==> src/rtl/ls_req_arbiter.sv <==
// Two-master request arbiter in front of load_store_top: round-robin grant with lock-until-accept,
// and an order FIFO that routes in-order responses back to the issuing master. Define LS_ARB_FIXED_PRIO_EN for fixed m0 priority.
module ls_req_arbiter #(
    parameter int ADDR_WIDTH      = 32,
    parameter int DATA_WIDTH      = 32,
    parameter int MAX_OUTSTANDING = 4
) (
    input  logic                               clk,
    input  logic                               rst_n,
    input  logic                               m0_req_valid,
    output logic                               m0_req_ready,
    input  logic                               m0_req_wr,
    input  logic [ADDR_WIDTH-1:0]              m0_req_addr,
    input  logic [DATA_WIDTH-1:0]              m0_req_wdata,
    output logic                               m0_resp_valid,
    input  logic                               m0_resp_ready,
    output logic [DATA_WIDTH-1:0]              m0_resp_rdata,
    output logic                               m0_resp_error,
    input  logic                               m1_req_valid,
    output logic                               m1_req_ready,
    input  logic                               m1_req_wr,
    input  logic [ADDR_WIDTH-1:0]              m1_req_addr,
    input  logic [DATA_WIDTH-1:0]              m1_req_wdata,
    output logic                               m1_resp_valid,
    input  logic                               m1_resp_ready,
    output logic [DATA_WIDTH-1:0]              m1_resp_rdata,
    output logic                               m1_resp_error,
    output logic                               req_valid,
    input  logic                               req_ready,
    output logic                               req_wr,
    output logic [ADDR_WIDTH-1:0]              req_addr,
    output logic [DATA_WIDTH-1:0]              req_wdata,
    input  logic                               resp_valid,
    output logic                               resp_ready,
    input  logic [DATA_WIDTH-1:0]              resp_rdata,
    input  logic                               resp_error,
    output logic [$clog2(MAX_OUTSTANDING):0]   outstanding,
    output logic                               spurious_resp
);
    // All ports use valid/ready: a transfer happens in the cycle both are high; a presented
    // request (valid high) keeps its payload and its grant until it is accepted.
    localparam int PW = $clog2(MAX_OUTSTANDING);
    localparam int CW = PW + 1;

    logic                       grant;
    logic                       lock;
    logic                       lock_id;
    logic [MAX_OUTSTANDING-1:0] id_fifo;
    logic [PW-1:0]              wr_ptr;
    logic [PW-1:0]              rd_ptr;
    logic [CW-1:0]              count;
    logic                       full;
    logic                       empty;
    logic                       head;
    logic                       push;
    logic                       pop;

    assign full  = (count == CW'(MAX_OUTSTANDING));
    assign empty = (count == '0);
    assign head  = id_fifo[rd_ptr];

`ifdef LS_ARB_FIXED_PRIO_EN
    always_comb begin
        grant = 1'b0;
        if (lock)
            grant = lock_id;
        else if (!m0_req_valid && m1_req_valid)
            grant = 1'b1;
    end
`else
    logic rr_ptr;

    always_comb begin
        grant = 1'b0;
        if (lock)
            grant = lock_id;
        else if (m0_req_valid && m1_req_valid)
            grant = rr_ptr;
        else if (m1_req_valid)
            grant = 1'b1;
    end

    always_ff @(posedge clk or negedge rst_n) begin
        if (!rst_n)
            rr_ptr <= 1'b0;
        else if (push)
            rr_ptr <= ~grant;
    end
`endif

    assign req_valid    = (grant ? m1_req_valid : m0_req_valid) && !full;
    assign req_wr       = grant ? m1_req_wr    : m0_req_wr;
    assign req_addr     = grant ? m1_req_addr  : m0_req_addr;
    assign req_wdata    = grant ? m1_req_wdata : m0_req_wdata;
    assign m0_req_ready = !grant && req_ready && !full;
    assign m1_req_ready =  grant && req_ready && !full;
    assign push         = req_valid && req_ready;

    // With no outstanding request the response is swallowed and flagged.
    assign resp_ready    = empty ? 1'b1 : (head ? m1_resp_ready : m0_resp_ready);
    assign m0_resp_valid = resp_valid && !empty && !head;
    assign m1_resp_valid = resp_valid && !empty &&  head;
    assign m0_resp_rdata = resp_rdata;
    assign m1_resp_rdata = resp_rdata;
    assign m0_resp_error = resp_error;
    assign m1_resp_error = resp_error;
    assign pop           = resp_valid && resp_ready && !empty;
    assign outstanding   = count;

    always_ff @(posedge clk or negedge rst_n) begin
        if (!rst_n) begin
            lock          <= 1'b0;
            lock_id       <= 1'b0;
            id_fifo       <= '0;
            wr_ptr        <= '0;
            rd_ptr        <= '0;
            count         <= '0;
            spurious_resp <= 1'b0;
        end else begin
            if (push) begin
                lock            <= 1'b0;
                id_fifo[wr_ptr] <= grant;
                wr_ptr          <= wr_ptr + 1'b1;
            end else if (req_valid) begin
                lock    <= 1'b1;
                lock_id <= grant;
            end
            if (pop)
                rd_ptr <= rd_ptr + 1'b1;
            // Full is judged on the registered count, so a same-cycle pop never admits a push.
            case ({push, pop})
                2'b10:   count <= count + 1'b1;
                2'b01:   count <= count - 1'b1;
                default: count <= count;
            endcase
            if (resp_valid && empty)
                spurious_resp <= 1'b1;
        end
    end
endmodule

==> config.mk <==
export PLATFORM = sky130hd
export DESIGN_NAME = ls_req_arbiter
export DESIGN_NICKNAME = d
export VERILOG_FILES = /design/src/rtl/ls_req_arbiter.sv
export SDC_FILE = /design/constraint.sdc
export NUM_CORES = 1
export LEC_CHECK = 0
export BUFFER_PORTS_ARGS = -buffer_cell sky130_fd_sc_hd__buf_2
export CAP_MARGIN = 20
export CELL_PAD_IN_SITES_DETAIL_PLACEMENT = 1
export CELL_PAD_IN_SITES_GLOBAL_PLACEMENT = 1
export CORE_AREA = 2 2 120 122
export DETAILED_ROUTE_END_ITERATION = 12
export DIE_AREA = 0 0 122 124
export GPL_TIMING_DRIVEN = 0
export PLACE_DENSITY_LB_ADDON = 0.1
export SLEW_MARGIN = 25
export SYNTH_ARGS = -nofsm -noshare
export SYNTH_HDL_FRONTEND = slang
export SYNTH_SLANG_ARGS = --single-unit
==> constraint.sdc <==
create_clock -name clk -period 2.28 [get_ports clk]
set_input_delay 0.57 -clock clk [delete_from_list [all_inputs] [get_ports clk]]
set_output_delay 0.57 -clock clk [all_outputs]
set_load 0.02 [all_outputs]
# After elaboration in Yosys (flattened, before gate mapping)
# Cells that the tools add are included.
# totals
mem_count	0
latchBits	0
out_inout_bits	141
mem_bits_rw	0
reg_bits	15
romBits	0
# op_classes
shift	0
multipliers	0
n_addsub	4
reduce_logical	22
n_lt_le_gt_ge	3
bitwise	2
n_eq_ne	3
n_mux	17
n_div	0
# op_table
operator	n
32-bit 2-to-1 mux	2
1-bit logical AND	14
1-bit 2-to-1 mux	11
2-bit by 3-bit < comparator with 1-bit output, second input constant	2
3-bit one-hot mux with 2 select lines	1
2-bit by 1-bit adder with 2-bit output, second input constant	2
4-bit bitwise mux	1
1-bit logical NOT	4
2-bit nonzero test	2
3-bit by 1-bit adder with 3-bit output, second input constant	1
3-bit equality test, second input constant	1
3-bit logical NOT	1
3-bit by 1-bit subtractor with 3-bit output, second input constant	1
1-bit binary-select mux with 2-bit select	1
1-bit demux with 2-bit select	1
2-bit by 1-bit equality test with 1-bit output, second input constant	1
2-bit equality test, second input constant	1
2-bit by 1-bit greater-or-equal comparator with 1-bit output, second input constant	1
1-bit inverter	2
2-bit AND reduction	1

# Logic depth before layout (Yosys ltp)
# Gate-level depths: netlist of the first run.
# depth
ltp_word	8
mapped_depth	10
depth_no_buf	10

# Worst setup path after synthesis of the first run
# Ideal clock, no wire load.
# synth_timing
path_kind	in2reg
start	input port m0_req_valid
end	register count[2] (netlist: outstanding[2])
path_slack_ns	-0.032
stages	9
setup_time_ns	0.132
arrival_ns	2.180
path_cell_list	a21bo_1 -> a221oi_4 -> nand2_2 -> ha_1 -> inv_1 -> fa_1 -> xor2_1 -> nor2_1 -> xor2_1
# synth_via
elab_chain_len	8
elab_cells_between_ends	10
classes_between	2 x eq/ne; 4 x mux; 4 x reduce/logical
# synth_rtl
item	line	source
from (decl)	10	input logic m0_req_valid,
1-bit logical AND	77	else if (m0_req_valid && m1_req_valid)
1-bit 2-to-1 mux	77	
1-bit 2-to-1 mux	75	if (lock)
1-bit 2-to-1 mux *	91	assign req_valid = (grant ? m1_req_valid : m0_req_valid) && !full;
1-bit logical AND *	91	
named net req_valid	28	output logic req_valid,
1-bit logical AND *	97	assign push = req_valid && req_ready;
2-bit by 1-bit equality test with 1-bit output or 2-bit equality test (tied branches)	131	case ({push, pop})
3-bit one-hot mux with 2 select lines or 2-bit nonzero test (tied branches)	--	
to (signal assigned)	132	2'b10: count <= count + 1'b1;
to (signal assigned)	133	2'b01: count <= count - 1'b1;
to (signal assigned)	134	default: count <= count;
to (decl)	51	logic [CW-1:0] count;
# The timed path passes the listed nets; every way through them passes the cells marked *.
# A chain may end at the register's enable or synchronous reset.

# Worst setup path after layout of the first run
# layout_timing
start	register lock
end	output port req_wdata[3]
# layout_via
elab_chain_len	2
# layout_rtl
item	line	source
from (decl)	46	logic lock;
from (signal assigned)	112	lock <= 1'b0;
from (signal assigned)	121	lock <= 1'b0;
from (signal assigned)	125	lock <= 1'b1;
1-bit 2-to-1 mux	75	
32-bit 2-to-1 mux	94	assign req_wdata = grant ? m1_req_wdata : m0_req_wdata;
to (decl)	32	output logic [DATA_WIDTH-1:0] req_wdata,
# No other way between the ends.

==> results of run 1 <==
[worst register-to-register path: cells and delay by family, from the launching register on]
family                   cells  cell delay (ps)
multiplexers                 3              570
flip-flops                   1              440
buffers and inverters        1               40
XOR/XNOR                     2              290
AND/OR/NAND/NOR              2              290
adder cells (fa/ha/maj)      2              500
[synth_stat cells (all sizes together)]
| library cell | count |
|---|---|
| a21bo | 1 |
| a221oi | 1 |
| a22oi | 1 |
| buf | 73 |
| dfrtp | 15 |
| fa | 1 |
| ha | 5 |
| inv | 8 |
| mux2 | 71 |
| mux2i | 7 |
| nand2 | 6 |
| nand2b | 2 |
| nand3 | 4 |
| nand3b | 1 |
| nor2 | 5 |
| nor2b | 3 |
| nor3b | 2 |
| o21ai | 4 |
| o21bai | 1 |
| o22ai | 1 |
| o31ai | 1 |
| or3 | 1 |
| xnor2 | 2 |
| xor2 | 3 |
[cell families (layout without fill, tap and decap cells)]
| family | count (synthesis) | in the layout | synth area share, % |
|---|---|---|---|
| muxes | 78 | 78 | 40.4 |
| adders and majority gates | 6 | 6 | 3.82 |
| AOI/OAI and AO/OA | 10 | 10 | 4.46 |
| DFF | 15 | 15 | 17.4 |
| and+or+nand+nor | 24 | 24 | 5.73 |
| xor gates and xnor gates | 5 | 5 | 2.03 |
| buffers and inverters | 81 | 382 | 26.2 |
[routing by layer]
layer,share of wire (%),GRT usage [%],vias to the layer above
li1,-,-,1287
met1,35,16.9,1245
met2,51,26.6,141
met3,12,7.14,10
met4,1.1,3.09,0
met5,0,0,-
[state kept, by name (all words and copies together) (netlist names)]
name	flops
outstanding	3
id_fifo	4
rr_ptr	1
lock	1
wr_ptr	2
lock_id	1
spurious_resp	1
rd_ptr	2
[area by class of cell]
cell class	instances	area [um2]
Inverter	8	30.0
Clock inverter	1	5.00
Sequential cell	15	377
Fill cell	1620	8870
Timing Repair Buffer	298	2020
Clock buffer	3	75.1
Buffer	72	591
Multi-Input combinational cell	123	1530
Tap cell	180	225
[worst paths after layout]
check                                 endpoint     startpoint  cells past startpoint
min in group clk                 spurious_resp  spurious_resp                      1
worst min register to register   spurious_resp  spurious_resp                      1
worst min-delay path            outstanding[0]          rst_n                      1
worst max-delay path              req_wdata[3]           lock                      7
worst max register to register  outstanding[2]      rd_ptr[1]                     10
max in group asynchronous            rd_ptr[1]          rst_n                      1
[power by group through the flow]
stage | Combinational, mW | Sequential [mW] | Clock, mW
after global placement | 2.89 | 0.531 | 0
after global routing | 4.65 | 0.600 | 0.366
after floorplan | 1.95 | 0.549 | 0
after CTS | 4.13 | 0.546 | 0.352
after detailed placement | 2.92 | 0.540 | 0
final | 4.38 | 0.573 | 0.342
[through the flow]
stage | TNS (ps) | util, % | cell area (um2)
2_1_floorplan | -12.4 | - | 2170
3_3_place_gp | -17910 | 27.6 | 3790
3_5_place_dp | -22260 | 27.6 | 3790
4_1_cts | -5220 | 33.6 | 4610
5_1_grt | -5880 | 35.4 | 4850
6_report | -1420 | 35.4 | 4850
[repair_timing]
action,in CTS,in global routing
pin swaps,5,6
buffers inserted,13,7
endpoints found under the setup margin,70,68
cloned,4,1
gates resized for setup,151,85
==> results.py, run 1 <==
metrics = {
    "synth": {
        "synth.area.top_cells": "mux2_2, buf_4, dfrtp_1, mux2_1, mux2i_1",
        "synth.avg_cell_area_um2": 9.87,
        "yosysWarnings": 0,
        "netlist.area_leader.share_pct": 30.7,
        "synth.yosys.seq_area_share_pct": 17.4,
        "synth_cell_types": 30,
        "synth_top_cell_by_area": "mux2_2",
        "synth_seq_cells": 15,
        "postSynthNetCount": 396,
        "netlist_instances": 219,
        "synthesis.area_um2": 2160,
    },
    "clock_network": {
        "clockBufferDepth": 2,
        "cts_hold_buffers": 0,
        "h-tree-depth": 1,
        "numCtsBuffers": 3,
        "cts.sinks": 15,
        "cts_tree": "done",
        "path_clk_slew_ps": 50,
        "worst_skew_pair.late_latency_ps": 240,
        "cts_root_buf": "clkbuf_16",
    },
    "run_status": {
        "violations": "setup timing",
        "outcome": "complete, but fails checks",
    },
    "floorplan": {
        "io_pins": 312,
        "die-area_um2": 15100,
        "initial_utilization_pct": 15.8,
        "fp.coreArea_um2": 13700,
        "std_cell_rows": 43,
        "fp.dieW_um": 122,
        "die_y_um": 124,
    },
    "critical_path": {
        "critPathRequiredTime_ps": 1710,
        "critPathMostFrequentCell": "buf_12",
        "worst_setup_path_start_kind": "flip-flop",
        "path_cells": "inv_2 > nand2_4 > o21ai_4 > buf_12 > buf_12 > mux2_2 > buf_2",
        "cp_max_fo": 10,
        "crit_type": "flip-flop to primary output",
        "ff2ff_setup_slack_ps": 90,
        "crit_path_top_delay_cell": "dfrtp_1",
        "critPathMaxStageDelay_ps": 380,
        "critical_path.endpoint_type": "primary output",
        "cp_top_family": "buffers and inverters",
        "worstPathArrival_ps": 1800,
        "critPathBufInv": 4,
    },
    "timing": {
        "finClkSkew_ps": 2.33,
        "fmaxAchievable_mhz": 423,
        "finalCritPeriodShare_pct": 104,
        "relSlewSlack_pct": 76.6,
        "finalSetupViolations": 61,
        "rsz0062_at_grt": "yes",
        "holdWs_ps": 227,
        "finalHoldViolations": 0,
        "post-route-min-period_ps": 2370,
        "maxSlewViolCount": 0,
        "worstMarginPinSlew_ps": 351,
        "worst_slack_ps": -86.6,
    },
    "routing": {
        "first_pass_iters": 3,
        "drc": 0,
        "first_iter_violations": 79,
        "wl_um": 13200,
        "viasPerCell": 3.83,
        "postRouteAntennaNets": 0,
        "vias": 2683,
        "avgRoutedWirePerCell_um": 18.8,
    },
    "pwr": {
        "peakVddDrop_v": 0.000478,
        "netSwitchingFraction_pct": 42.2,
        "seqPwrFrac_pct": 10.8,
        "power_mw": 5.29,
        "p_comb_share_pct": 82.7,
        "p_leak_nw": 2.68,
        "p_per_area_nw_per_um2": 1090,
        "switchingPower_mw": 2.24,
        "p_int_mw": 3.06,
        "clockPowerShare_pct": 6.5,
    },
    "global_route": {
        "antenna_found_initial": 0,
        "grt_max_degree": 16,
        "overflow": 0,
        "track_usage_pct": 15.2,
        "grt_first_pass_wirelength_um": 17000,
        "grt_pass1_vias": 2730,
    },
    "finish": {
        "nets": 698,
        "area_growth_syn_to_layout_pct": 124,
        "diodes": 0,
        "drive_gt1_share_pct": 87.9,
        "mostFrequentLayoutCells": "buf_2, buf_4, buf_6",
        "final_common_cell": "buf_2",
        "stdcell_count": 700,
    },
    "job": {
        "drv_cap": 0,
    },
    "hold_path": {
        "hp-class": "input port to asynchronous set/reset pin",
    },
    "placement": {
        "post-place-ws_ps": -385,
        "placed_cells": 677,
        "dp_hpwl_um": 11100,
        "globalplace.congestion": 0.733,
        "port_buffers": 278,
    },
}
Power figures use the tool's default switching activity.
==> run 2: changes to the inputs <==
--- a/config.mk
+++ b/config.mk
@@ -10,10 +10,12 @@
 export CELL_PAD_IN_SITES_DETAIL_PLACEMENT = 1
 export CELL_PAD_IN_SITES_GLOBAL_PLACEMENT = 1
 export CORE_AREA = 2 2 120 122
+export CTS_CLUSTER_DIAMETER = 80
 export DETAILED_ROUTE_END_ITERATION = 12
 export DIE_AREA = 0 0 122 124
 export GPL_TIMING_DRIVEN = 0
 export PLACE_DENSITY_LB_ADDON = 0.1
+export SETUP_SLACK_MARGIN = 0.15
 export SLEW_MARGIN = 25
 export SYNTH_ARGS = -nofsm -noshare
 export SYNTH_HDL_FRONTEND = slang
==> run 2 against run 1 <==
Effect of this change:
- the run still ends with setup timing left
- die area stayed put
- worst hold slack hardly changed
- register-to-register slack improved by 50 ps
- non-clock buffer count increased by 4
- critical path type unchanged
- sequential power fell by 3%
- clock skew rose by 1.2 ps
- sequential share of layout area is 0.31 points higher
- wire length is 5.0% lower
- sequential cell count stayed put
- fmax decreased by 1.6%
- first-iteration DRC count down 28%
- combinational power shrank 5.0%
==> results.py, run 2 (synthesis results as in run 1) <==
metrics = {
    "placement": {
        "dpl_cell_area_um2": 3810,
        "globalplace.congestion": 0.751,
        "dp_hpwl_um": 10900,
        "port_buffers": 278,
    },
    "clock_network": {
        "cts_tree": "done",
        "cts_hold_buffers": 0,
        "h-tree-depth": 1,
        "worst_skew_pair.late_latency_ps": 240,
        "numCtsBuffers": 3,
        "cts_root_buf": "clkbuf_16",
        "cts.sinks": 15,
        "clockBufferDepth": 2,
        "path_clk_slew_ps": 50,
    },
    "routing": {
        "first_iter_violations": 57,
        "drc": 0,
        "first_pass_iters": 2,
        "viasPerCell": 3.85,
        "postRouteAntennaNets": 0,
        "topRoutingLayerUsed": "met4",
        "wl_met2_um": 6820,
        "avgRoutedWirePerCell_um": 17.8,
        "vias": 2709,
        "wl_um": 12500,
        "dr_wl_met3_um": 1210,
        "wl_met1_um": 4380,
    },
    "critical_path": {
        "crit_start": "lock",
        "critical_path.endpoint_type": "primary output",
        "cp_max_fo": 10,
        "worstPathArrival_ps": 1830,
        "crit_end": "req_wdata[18]",
        "reg2reg_depth": 10,
        "ff2ff_setup_slack_ps": 140,
        "r2r-end": "outstanding[2]",
        "crit_type": "flip-flop to primary output",
        "worst_setup_path_start_kind": "flip-flop",
        "critPathRequiredTime_ps": 1710,
        "crit-reg2reg-launch": "rd_ptr[1]",
    },
    "timing": {
        "fmaxAchievable_mhz": 416,
        "rsz0062_at_grt": "yes",
        "holdWs_ps": 227,
        "finalSetupViolations": 66,
        "worstMarginPinSlew_ps": 349,
        "finalCritPeriodShare_pct": 105,
        "relSlewSlack_pct": 76.7,
        "finalHoldViolations": 0,
        "worst_slack_ps": -124,
        "post-route-min-period_ps": 2400,
        "finClkSkew_ps": 3.51,
        "maxSlewViolCount": 0,
    },
    "pwr": {
        "peakVddDrop_v": 0.000338,
        "p_per_area_nw_per_um2": 1080,
        "power_mw": 5.06,
        "p_leak_nw": 2.54,
    },
    "job": {
        "drv_cap": 0,
    },
    "global_route": {
        "grt_first_pass_wirelength_um": 16300,
        "grt_max_degree": 16,
        "grt_pass1_vias": 2744,
        "antenna_found_initial": 0,
        "track_usage_pct": 14.6,
        "overflow": 0,
    },
    "finish": {
        "fin_util_pct": 34.0,
        "drive_gt1_share_pct": 88.0,
        "diodes": 0,
        "largest_reg_flops": 4,
        "regMostFlops": "id_fifo",
        "mostFrequentLayoutCells": "buf_2, buf_4, buf_6",
        "final_common_cell": "buf_2",
        "fillers": 1648,
        "area_growth_syn_to_layout_pct": 116,
        "nets": 702,
        "final_area_um2": 4670,
    },
    "floorplan": {
        "io_pins": 312,
        "die_y_um": 124,
        "die-area_um2": 15100,
        "fp.coreArea_um2": 13700,
        "initial_utilization_pct": 15.8,
        "std_cell_rows": 43,
        "fp.dieW_um": 122,
    },
    "run_status": {
        "violations": "setup timing",
        "outcome": "complete, but fails checks",
    },
    "hold_path": {
        "hp-class": "input port to asynchronous set/reset pin",
    },
}
-- run 2: cell types whose count changed in the layout (fill, tap and decap cells not counted), moves of 5 or more --
cell / change
mux2_4: -29
buf_4: +5
buf_2: +18
mux2_2: +24
mux2_1: +5
buf_6: -17
-- run 2: where the power goes --
group | internal [mW] | total [mW] | switching (mW)
logic | 2.26 | 4.16 | 1.90
clock network | 0.237 | 0.339 | 0.102
registers | 0.404 | 0.558 | 0.154
total | 2.90 | 5.06 | 2.16
-- run 2: area by class of cell --
cell class | instances | area (um2) | area share, %
repair buffers | 301 | 1910 | 40.9
multi-input cells | 123 | 1430 | 30.7
plain buffers | 73 | 616 | 13.2
flip-flops and latches | 15 | 377 | 8.07
well taps | 180 | 225 | 4.82
clock buffers | 4 | 78.8 | 1.69
inverters | 8 | 30.0 | 0.643
-- run 2: worst max-delay path: stages (launching register included) --
cell and delay (ps):
dfrtp_1 390, inv_2 90, nand2_2 80, o21ai_4 210, buf_6 170, buf_8 150, mux2_2 330, buf_2 160
-- run 2: per-stage QoR --
| step | setup WS, ps | std cells | TNS, ps |
|---|---|---|---|
| floorplan | 1.95 | 219 | 0 |
| global placement | -285 | 677 | -13280 |
| detailed placement | -302 | 677 | -14820 |
| CTS | -119 | 699 | -5330 |
| global route | -215 | 704 | -11510 |
| finish | -124 | 704 | -5950 |
-- run 2: worst min path at each step --
| stage | startpoint | end | slack, ps | cells after the start |
|---|---|---|---|---|
| 6_report | rst_n | outstanding[2] | 230 | 1 |
| 5_1_grt | rst_n | outstanding[2] | 260 | 1 |
| 4_1_cts | rst_n | outstanding[0] | 240 | 1 |
| 3_5_place_dp | spurious_resp | spurious_resp | 460 | 1 |
| 3_3_place_gp | spurious_resp | spurious_resp | 460 | 1 |
| 2_1_floorplan | rst_n | id_fifo[0] | 270 | 0 |
-- run 2: what timing repair did --
action / CTS / global route
buffers inserted: 16 / 5
gates cloned: 2 / 0
pin swaps: 7 / 5
setup endpoints to repair: 71 / 73
resized for setup: 141 / 23
-- run 2: layer usage --
layer	GRT usage, %	vias to the layer above
li1	-	1293
met1	15.9	1268
met2	27.9	142
met3	4.62	6
met4	2.37	0
met5	0	-
==> run 3: changes to the inputs <==
--- a/config.mk
+++ b/config.mk
@@ -7,14 +7,11 @@
 export LEC_CHECK = 0
 export BUFFER_PORTS_ARGS = -buffer_cell sky130_fd_sc_hd__buf_2
 export CAP_MARGIN = 20
-export CELL_PAD_IN_SITES_DETAIL_PLACEMENT = 1
-export CELL_PAD_IN_SITES_GLOBAL_PLACEMENT = 1
-export CORE_AREA = 2 2 120 122
+export CORE_AREA = 2 2 123 125
 export CTS_CLUSTER_DIAMETER = 80
 export DETAILED_ROUTE_END_ITERATION = 12
-export DIE_AREA = 0 0 122 124
+export DIE_AREA = 0 0 125 127
 export GPL_TIMING_DRIVEN = 0
-export PLACE_DENSITY_LB_ADDON = 0.1
 export SETUP_SLACK_MARGIN = 0.15
 export SLEW_MARGIN = 25
 export SYNTH_ARGS = -nofsm -noshare
==> run 3 against run 2 <==
Effect of this change:
- the run still ends with setup timing left
- sequential cell count unchanged
- worst hold slack lost 3.2 ps
- largest power group unchanged
- register-to-register slack barely moved
- largest cell class unchanged
- final area fell by 2.7%
- combinational power fell by 7.0%
==> results.py, run 3 (synthesis results as in run 1) <==
metrics = {
    "run_status": {
        "outcome": "complete, but fails checks",
        "violations": "setup timing",
    },
    "clock_network": {
        "cts_root_buf": "clkbuf_16",
        "path_clk_slew_ps": 50,
        "clockBufferDepth": 2,
        "h-tree-depth": 1,
        "worst_skew_pair.late_latency_ps": 250,
        "cts_tree": "done",
        "cts.sinks": 15,
        "cts_hold_buffers": 0,
        "numCtsBuffers": 3,
    },
    "floorplan": {
        "initial_utilization_pct": 15.0,
        "die-area_um2": 15900,
        "io_pins": 312,
        "fp.coreArea_um2": 14400,
        "std_cell_rows": 44,
        "fp.dieW_um": 125,
        "die_y_um": 127,
    },
    "pwr": {
        "seqPwrFrac_pct": 11.7,
        "switchingPower_mw": 2.04,
        "p_int_mw": 2.73,
        "netSwitchingFraction_pct": 42.8,
        "p_leak_nw": 2.47,
        "peakVddDrop_v": 0.000769,
        "power_mw": 4.77,
        "p_comb_share_pct": 81.0,
        "p_per_area_nw_per_um2": 1050,
        "clockPowerShare_pct": 7.3,
    },
    "placement": {
        "dpl_cell_area_um2": 3810,
        "globalplace.congestion": 0.734,
        "dp_hpwl_um": 8300,
        "placed_cells": 681,
        "port_buffers": 278,
    },
    "critical_path": {
        "r2r-end": "outstanding[2]",
        "critical_path.endpoint_type": "primary output",
        "reg2reg_depth": 10,
        "crit-reg2reg-launch": "lock",
        "crit_type": "flip-flop to primary output",
        "critPathMostFrequentCell": "buf_12",
        "critPathBufInv": 4,
        "cp_top_family": "buffers and inverters",
        "ff2ff_setup_slack_ps": 150,
        "crit_end": "req_addr[13]",
        "crit_path_top_delay_cell": "dfrtp_1",
        "cp_max_fo": 10,
        "critPathMaxStageDelay_ps": 380,
        "critPathRequiredTime_ps": 1710,
        "worst_setup_path_start_kind": "flip-flop",
        "crit_start": "lock",
        "path_cells": "inv_2 > nand2_2 > o21ai_4 > buf_12 > buf_12 > mux2_2 > buf_2",
        "cp.depth": 7,
        "worstPathArrival_ps": 1800,
    },
    "finish": {
        "nets": 699,
        "stdcell_count": 705,
        "final_area_um2": 4540,
        "regArea_um2": 378,
        "final_common_cell": "buf_2",
        "diodes": 0,
        "regMostFlops": "id_fifo",
        "mostFrequentLayoutCells": "buf_2, buf_4, mux2_2",
        "drive_gt1_share_pct": 88.7,
        "multi_input_area_um2": 1390,
        "fillers": 1527,
        "largest_reg_flops": 4,
        "area_growth_syn_to_layout_pct": 110,
    },
    "routing": {
        "drc": 0,
        "vias": 2641,
        "first_iter_violations": 29,
        "postRouteAntennaNets": 0,
        "first_pass_iters": 4,
        "avgRoutedWirePerCell_um": 13.9,
        "viasPerCell": 3.75,
        "wl_um": 9780,
    },
    "timing": {
        "finalHoldViolations": 0,
        "finClkSkew_ps": 3.51,
        "maxSlewViolCount": 0,
        "rsz0062_at_grt": "yes",
        "finalCritPeriodShare_pct": 104,
        "relSlewSlack_pct": 76.4,
        "fmaxAchievable_mhz": 422,
        "worstMarginPinSlew_ps": 354,
        "worst_slack_ps": -87.7,
        "finalSetupViolations": 61,
        "finalSetupTns_ps": -3180,
        "post-route-min-period_ps": 2370,
    },
    "global_route": {
        "grt_max_degree": 16,
        "antenna_found_initial": 0,
        "overflow": 0,
        "grt_pass1_vias": 2470,
        "track_usage_pct": 10.5,
        "grt_first_pass_wirelength_um": 13300,
    },
    "hold_path": {
        "hp-class": "input port to asynchronous set/reset pin",
    },
    "job": {
        "drv_cap": 0,
    },
}
run 3: changes by cell type in the layout (fill, tap and decap cells not counted), moves of 2 or more:
| cell | delta |
|---|---|
| mux2_2 | +12 |
| buf_6 | -8 |
| mux2_4 | -8 |
| buf_2 | +7 |
| mux2_1 | -4 |
| buf_8 | -2 |
run 3: timing repair:
item | in CTS | in global routing
buffers inserted | 11 | 8
endpoints found under the setup margin | 71 | 73
gates resized for setup | 81 | 60
pin swaps | 5 | 7
gates cloned | 1 | 0
run 3: power by group through the flow:
stage | sequential, mW | combinational (mW) | clock [mW]
after floorplan | 0.549 | 1.98 | 0
after global placement | 0.535 | 2.87 | 0
after detailed placement | 0.539 | 2.87 | 0
after CTS | 0.543 | 3.51 | 0.354
after global routing | 0.585 | 4.10 | 0.362
final | 0.559 | 3.87 | 0.349
run 3: worst min-delay path by stage:
stage               cells past startpoint  slack, ps       endpoint          start
finish                                  1        220     id_fifo[2]          rst_n
global route                            1        250     id_fifo[2]          rst_n
CTS                                     1        240  spurious_resp          rst_n
detailed placement                      1        470  spurious_resp  spurious_resp
global placement                        1        470  spurious_resp  spurious_resp
floorplan                               0        270     id_fifo[0]          rst_n
run 3: final cells by class:
cell class	instances	share of cell area [%]
Buffer	73	13.7
Timing Repair Buffer	298	39.9
Multi-Input combinational cell	123	30.6
Tap cell	184	5.07
Inverter	8	0.661
Clock buffer	4	1.74
Sequential cell	15	8.32
run 3: routing by layer:
| metal | vias to the layer above | GRT usage [%] | share of wire [%] |
|---|---|---|---|
| met5 | - | 0 | 0 |
| met4 | 0 | 1.57 | 0.45 |
| met3 | 3 | 1.47 | 7.8 |
| met2 | 157 | 20.5 | 54 |
| met1 | 1193 | 12.5 | 37 |
| li1 | 1288 | - | - |
run 3: worst reg2reg max path, delay by kind of cell, from the launching register on:
kind,cells,cell delay (ps)
compound gates,2,550
fa+ha+maj,2,370
flops,1,380
simple gates,2,210
xor+xnor,2,290
buf+inv,2,210
run 3: per-stage QoR:
step                      setup slack (ps)  hold WS, ps  utilization (%)
final                                -87.7          224             31.5
after global routing                  -142          253             31.5
after CTS                             -104          238             29.6
after detailed placement              -431          467             26.4
after global placement                -443          466             26.4
after floorplan                       1.95          274                -
